<file path="config.mk">
export PLATFORM = sky130hd
export DESIGN_NAME = sfifo_flex
export DESIGN_NICKNAME = d
export VERILOG_FILES = /design/src/rtl/sfifo_flex.sv
export SDC_FILE = /design/constraint.sdc
export NUM_CORES = 1
export LEC_CHECK = 0
export CORE_MARGIN = 4
export CORE_UTILIZATION = 28
export DETAILED_ROUTE_END_ITERATION = 10
export DONT_BUFFER_PORTS = 1
export GPL_TIMING_DRIVEN = 0
export MAX_ROUTING_LAYER = met4
export PLACE_DENSITY = 0.5
export SLEW_MARGIN = 10
export SYNTH_ARGS = -nofsm -noshare
export SYNTH_HDL_FRONTEND = slang
export SYNTH_SLANG_ARGS = --single-unit
</file>
<file path="constraint.sdc">
create_clock -name i_clk -period 3.4 [get_ports i_clk]
set_clock_uncertainty 0.15 [all_clocks]
set_input_delay 0.34 -clock i_clk [delete_from_list [all_inputs] [get_ports i_clk]]
set_output_delay 0.34 -clock i_clk [all_outputs]
set_load 0.02 [all_outputs]
</file>
<file path="src/rtl/sfifo_flex.sv">
// sfifo_flex: single-clock FIFO with exact occupancy count, programmable
// almost-full/almost-empty thresholds, optional first-word-fall-through
// read mode, sticky overflow/underflow flags and synchronous flush.
module sfifo_flex #(
  parameter int unsigned WIDTH  = 8,
  parameter int unsigned DEPTH  = 16,
  parameter int unsigned AF_LVL = 12,
  parameter int unsigned AE_LVL = 4,
  parameter int unsigned FWFT   = 0
) (
  input  logic                       i_clk,
  input  logic                       i_rst,
  input  logic                       i_sclr,
  input  logic                       i_winc,
  input  logic [WIDTH-1:0]           i_wdata,
  input  logic                       i_rinc,
  output logic [WIDTH-1:0]           o_rdata,
  output logic                       o_rvalid,
  output logic                       o_wfull,
  output logic                       o_rempty,
  output logic                       o_almost_full,
  output logic                       o_almost_empty,
  output logic [$clog2(DEPTH):0]     o_data_cnt,
  output logic                       o_overflow,
  output logic                       o_underflow
);

  localparam int unsigned AW = $clog2(DEPTH);
  localparam int unsigned CW = AW + 1;

  logic [WIDTH-1:0] r_mem [DEPTH];
  logic [WIDTH-1:0] r_mem_q;
  logic [WIDTH-1:0] r_rdata;
  logic [AW-1:0]    r_wptr;
  logic [AW-1:0]    r_rptr;
  logic [CW-1:0]    r_cnt;
  logic             r_wfull;
  logic             r_rempty;
  logic             r_afull;
  logic             r_aempty;
  logic             r_ovf;
  logic             r_udf;
  logic             r_rvalid;
  logic             r_rd_pend;   // standard mode: memory read issued last edge
  logic             r_ovalid;    // fwft mode: output register holds the head word

  logic             w_wacc;
  logic             w_racc;
  logic [CW-1:0]    w_cnt_nxt;
  logic             w_load;
  logic             w_ovalid_nxt;
  logic             w_rptr_adv;
  logic             w_mem_re;

  assign w_wacc = i_winc & ~r_wfull;
  assign w_racc = i_rinc & ~r_rempty;

  // Occupancy update: +1 on write only, -1 on read only
  always_comb begin
    w_cnt_nxt = r_cnt;
    if (w_wacc && !w_racc) begin
      w_cnt_nxt = r_cnt + CW'(1);
    end else if (!w_wacc && w_racc) begin
      w_cnt_nxt = r_cnt - CW'(1);
    end
  end

  // FWFT prefetch: refill the output register whenever it is empty or being
  // popped and at least one word still sits in the array behind it
  always_comb begin
    w_load       = 1'b0;
    w_ovalid_nxt = 1'b0;
    w_rptr_adv   = w_racc;
    w_mem_re     = w_racc;
    if (FWFT != 0) begin
      w_load       = (~r_ovalid | w_racc) & (r_cnt != CW'(r_ovalid));
      w_ovalid_nxt = w_load | (r_ovalid & ~w_racc);
      w_rptr_adv   = w_load;
      w_mem_re     = 1'b0;
    end
  end

  // Control state: pointers, count, flags, sticky errors
  always_ff @(posedge i_clk or posedge i_rst) begin
    if (i_rst) begin
      r_wptr    <= '0;
      r_rptr    <= '0;
      r_cnt     <= '0;
      r_wfull   <= 1'b0;
      r_rempty  <= 1'b1;
      r_afull   <= 1'b0;
      r_aempty  <= 1'b1;
      r_ovf     <= 1'b0;
      r_udf     <= 1'b0;
      r_rvalid  <= 1'b0;
      r_rd_pend <= 1'b0;
      r_ovalid  <= 1'b0;
    end else if (i_sclr) begin
      r_wptr    <= '0;
      r_rptr    <= '0;
      r_cnt     <= '0;
      r_wfull   <= 1'b0;
      r_rempty  <= 1'b1;
      r_afull   <= 1'b0;
      r_aempty  <= 1'b1;
      r_ovf     <= 1'b0;
      r_udf     <= 1'b0;
      r_rvalid  <= 1'b0;
      r_rd_pend <= 1'b0;
      r_ovalid  <= 1'b0;
    end else begin
      if (w_wacc) begin
        r_wptr <= r_wptr + AW'(1);
      end
      if (w_rptr_adv) begin
        r_rptr <= r_rptr + AW'(1);
      end
      r_cnt    <= w_cnt_nxt;
      r_wfull  <= (w_cnt_nxt == CW'(DEPTH));
      r_afull  <= (w_cnt_nxt >= CW'(AF_LVL));
      r_aempty <= (w_cnt_nxt <= CW'(AE_LVL));
      if (i_winc && r_wfull) begin
        r_ovf <= 1'b1;
      end
      if (i_rinc && r_rempty) begin
        r_udf <= 1'b1;
      end
      if (FWFT != 0) begin
        r_ovalid  <= w_ovalid_nxt;
        r_rempty  <= ~w_ovalid_nxt;
        r_rvalid  <= w_ovalid_nxt;
        r_rd_pend <= 1'b0;
      end else begin
        r_ovalid  <= 1'b0;
        r_rempty  <= (w_cnt_nxt == CW'(0));
        r_rd_pend <= w_racc;
        r_rvalid  <= r_rd_pend;
      end
    end
  end

  // Storage array: one write port, one registered read port, no reset
  always_ff @(posedge i_clk) begin
    if (w_wacc && !i_sclr) begin
      r_mem[r_wptr] <= i_wdata;
    end
    if (w_mem_re) begin
      r_mem_q <= r_mem[r_rptr];
    end
  end

  // Read data register: fwft loads the head word, standard mode forwards
  // the word fetched on the previous edge; flush leaves it untouched
  always_ff @(posedge i_clk or posedge i_rst) begin
    if (i_rst) begin
      r_rdata <= '0;
    end else if (!i_sclr) begin
      if (FWFT != 0) begin
        if (w_load) begin
          r_rdata <= r_mem[r_rptr];
        end
      end else if (r_rd_pend) begin
        r_rdata <= r_mem_q;
      end
    end
  end

  assign o_rdata        = r_rdata;
  assign o_rvalid       = r_rvalid;
  assign o_wfull        = r_wfull;
  assign o_rempty       = r_rempty;
  assign o_almost_full  = r_afull;
  assign o_almost_empty = r_aempty;
  assign o_data_cnt     = r_cnt;
  assign o_overflow     = r_ovf;
  assign o_underflow    = r_udf;

endmodule
</file>
* Word-level counts from Yosys, hierarchy flattened
Memories as Yosys holds them, arrays and structs flattened. A register that Yosys moved wholly into a read port is not among the register bits.
Index checks and enable logic that the tools add are counted.
** Operators by class
- Equal/unequal tests :: 1
- Muxes and demuxes :: 19
- Add/subtract/negate cells :: 4
- Reductions and logical operators :: 14
- Order comparisons :: 2
- Bitwise logic cells :: 5
** Operator list (number)
- $mux 4 :: 4
- $mux 5 :: 3
- $mux 1 :: 12
- $add 4x1->4 const B :: 2
- $reduce_bool 2->1 :: 4
- $add 5x1->5 const B :: 1
- $eq 5x5->1 const B :: 1
- $ge 5x4->1 const B :: 1
- $le 5x3->1 const B :: 1
- $logic_and 1x1->1 :: 5
- $logic_not 5->1 :: 1
- $sub 5x1->5 const B :: 1
- $logic_not 1->1 :: 3
- $not 1->1 :: 3
- $and 1x1->1 :: 2
- $reduce_and 2->1 :: 1
** Storage, ports and cells
- Output and inout bits :: 20
- Bits in registers :: 29
- Memories kept :: 1
- Input port bits :: 13
- Word-level logic and storage cells :: 58
- Memory bits (writable) :: 128
** Memory list
- r_mem :: words 16, bits a word 8, rd ports 1, clocked after memory_dff 1, wr ports 1, RTL line 31 : logic [WIDTH-1:0] r_mem [DEPTH];

* Logic depth before layout (Yosys ltp)
- Word-level depth :: 8
- Depth in mapped cells :: 8
- Depth with buffers taken out :: 7

* Worst setup path after synthesis
OpenSTA, ideal clock, no wires.
- Kind :: reg-to-reg
- Start :: reg r_rptr[1]
- End :: reg r_mem_q[5], read port of r_mem (data pin)
- Library setup time :: 0.272 ns
- Data arrival time :: 1.617 ns
- Data required time :: 2.978 ns
- Slack :: 1.361 ns
- Path buffers :: 2
- Stages on the path, launching flop included :: 5
- Period minus slack after synthesis :: 2.039 ns
- Cell sequence :: dfrtp_1 -> clkbuf_1 -> clkbuf_1 -> mux4_2 -> mux4_2
** RTL lines
- from (decl) :: RTL line 35 : logic [AW-1:0] r_rptr;
- from (signal assigned) :: RTL line 116 : r_rptr <= r_rptr + AW'(1);
- to (decl) :: RTL line 32 : logic [WIDTH-1:0] r_mem_q;

==> summary.md <==
| Metric | Value |
|---|---|
| WP data arrival | `2710 ps` |
| Clk pin slew, worst setup/hold paths | `60 ps` |
| Drt via density | `4.51` |
| #FFs+latches synth | `165` |
| Post-route cell area | `7760 µm²` |
| Antenna violations before repair | `0` |
| Final core occ | `33.1%` |
| PnR worst setup slack | `700 ps` |
| P_leak | `2.58 nW` |
| Setup bufs post-CTS | `0` |
| Simple-gate share of the synthesized area | `5.46%` |
| VDD IR-drop max | `0.323 mV` |
| Slew margin rel. | `19.2%` |
| Reg2reg start | `r_rptr[1]` |
| Status | `completed` |
| Register area share after synthesis | `72.3%` |
| Total number of vias | `3165` |
| GRT Max-Usage Layer | `met2` |
| First-pass GRT wire length | `19.8 mm` |
| Cell Pwr Density | `657 nW/µm²` |
| CP endpoint kind | `flip-flop` |
| Initial core utilization | `28.4%` |
| Top FF cell, synth | `edfxtp_1` |
| 1st-iter DRT viols | `332` |
| Slew Viols, Final | `0` |
| Final TNS setup | `0 ps` |
| # IOs | `33` |
| Most frequent cells in the layout | `136 x edfxtp_1, 34 x nor2_1, 30 x mux4_1` |
| Combinational family with the most area after synthesis | `multiplexers` |
| Worst path required time | `3410 ps` |
| Synth Area in Compound Gates | `1.05%` |
| Worst hold endpoint | `o_data_cnt[4]` |
| Die Width | `162 µm` |
| GRT met1 Usage | `13.7%` |
| Vias in the first global route | `3199` |
| Placer Congestion | `0.750` |
| RSZ-0062 raised after global routing | `false` |
| Buffers on Ports | `0` |
| CTS tree | `done` |
| Fin crit period | `2700 ps` |
| Post-DRT Antenna Nets | `0` |
| Skew-Pair Late Insertion Delay | `430 ps` |
| EDFF count, synth | `136` |
| DR WL/cell | `18.8 µm` |
| Hold Vio Cnt, Final | `0` |
| Critical path class | `flip-flop to flip-flop` |
| Post-synthesis net count | `359` |
| Post-Syn Area per Cell | `19.6 µm²` |
| Largest cells by area after synthesis | `edfxtp_1 61%, mux4_1 12%, dfrtp_1 10%, mux4_2 3.4%, nor2_1 1.9%` |
| Critical R2R Capture | `r_mem_q[2]` |
| Met3 usage | `4.21%` |
| Post-synth top area share | `61.4%` |
| Post-detail-place hpwl | `8.48 mm` |
| Max-cap viol count | `0` |
| Synth async-reset ratio | `17.6%` |
| Critical path peak fanout | `10` |
| Nets@finish | `389` |
| Placed Area | `7050 µm²` |
| DRC | `0` |
| Placed insts | `658` |
| TritonCTS Buffers | `17` |
| Number of H-tree levels | `4` |
| Hold WC Path Type | `primary input to flip-flop` |
| Clk buf depth | `2` |
| R2r worst-path depth | `4` |
| Die Ht | `162 µm` |
| Met2 usage | `15.9%` |
| Initial DRT Pass Iterations | `4` |
| Synth warn | `0` |
| Num rows | `56` |
| Worst hold margin | `59.8 ps` |
| Startpoint types | `flip-flop` |
| Area leader, netlist | `edfxtp_1` |
| # diodes | `0` |
| Fin cells | `701` |
| Commonest non-fill, non-tap cell in the layout | `edfxtp_1` |
| Synthesized area | `6650 µm²` |
| Pwr Total | `5.10 mW` |
| Post-synthesis cell type count | `38` |
| Clock sinks | `165` |
| Post-Synth Adder-Cell Area | `1.32%` |
| Xor/xnor share of the synthesized area | `1.05%` |
| Global route overflow | `0` |
| Multiplexer share of the synthesized area | `16.8%` |
| Fmax achieved | `370 MHz` |
| Min-delay src | `i_sclr` |
| Area grow syn2layout | `16.6%` |
| Detailed-route wire length | `13.1 mm` |
| Die area | `26300 µm²` |
| Core footprint | `23400 µm²` |
| Cells after synthesis | `339` |
| Pin count of the biggest net entering global routing | `30` |
| R2R setup slack | `700 ps` |
| Clk root buf | `clkbuf_16` |
| Setup violators final | `0` |
| Final period util | `79.4%` |
| Post-place setup slack | `699 ps` |
| Worst-Margin Slew | `1210 ps` |
| Aggregate global-route resource usage | `10.6%` |
| Hold Path Stages | `2` |
| Layout cells sized above 1 | `16.5%` |
## metal layers
layer  routed length (µm)  part of all wire [%]
met4                   63                  0.48
met3                  887                   6.7
met2                 6310                    48
met5                    0                     0
met1                 5890                    45
## cell usage after synthesis, types with 4 or more instances
master    instances
mux4_1           30
dfrtp_1          27
mux4_2           10
buf_6             4
xnor2_1           4
clkbuf_1          7
nand2_1          11
a21oi_1           5
edfxtp_1        136
nor3_1            9
xor2_1            4
inv_1             7
ha_1              7
nor2_1           34
mux2_2            9
## cell type report
cell class / instances / area, µm²
sequential: 165 / 4810
inverter: 8 / 30.0
multi-input combinational: 150 / 1710
clock buffer: 25 / 543
clock inverter: 7 / 52.6
buffer: 16 / 104
timing repair buffer: 11 / 110
fill: 2257 / 15600
tap: 319 / 399
## critical path: stages (launching register included)
cell      delay, ps
dfrtp_1         350
clkbuf_1        320
clkbuf_1        640
mux4_1          460
mux4_2          510
## repair_timing
item	CTS	global route
hold endpoints to repair	157	0
resized for setup	0	0
endpoints found under the setup margin	0	0
hold buffers	11	0
## report_power, final
group	total, mW	internal [mW]	switching, mW
Combinational	0.678	0.336	0.342
Sequential	2.53	2.34	0.192
Clock	1.89	1.12	0.768
Total	5.10	3.80	1.30
## kinds of logic after synthesis
group | Yosys count
XOR/XNOR | 8
adder cells (fa/ha/maj) | 7
multiplexers | 49
AND/OR/NAND/NOR | 75
flip-flops | 165
AO/OA/AOI/OAI | 11
buffers and inverters | 24
## worst max-delay path by stage
stage	endpoint	start	cells after the start	slack, ps
3_5_place_dp	r_mem_q[5]	r_rptr[1]	4	700
3_3_place_gp	r_mem_q[5]	r_rptr[1]	4	680
5_1_grt	r_mem[2][5]	o_wfull	4	620
4_1_cts	r_mem_q[2]	r_rptr[1]	4	690
2_1_floorplan	r_mem_q[5]	r_rptr[1]	4	1360
6_report	r_mem_q[2]	r_rptr[1]	4	700
## state kept, by name, summed over array words and instances (netlist names)
name	flops
r_rptr	4
o_data_cnt	5
r_mem_q	8
o_wfull	1
r_rd_pend	1
r_mem	128
o_rdata	8
o_almost_full	1
o_overflow	1
o_underflow	1
o_rvalid	1
o_rempty	1
r_wptr	4
o_almost_empty	1
(Power assumes the default switching activity.)
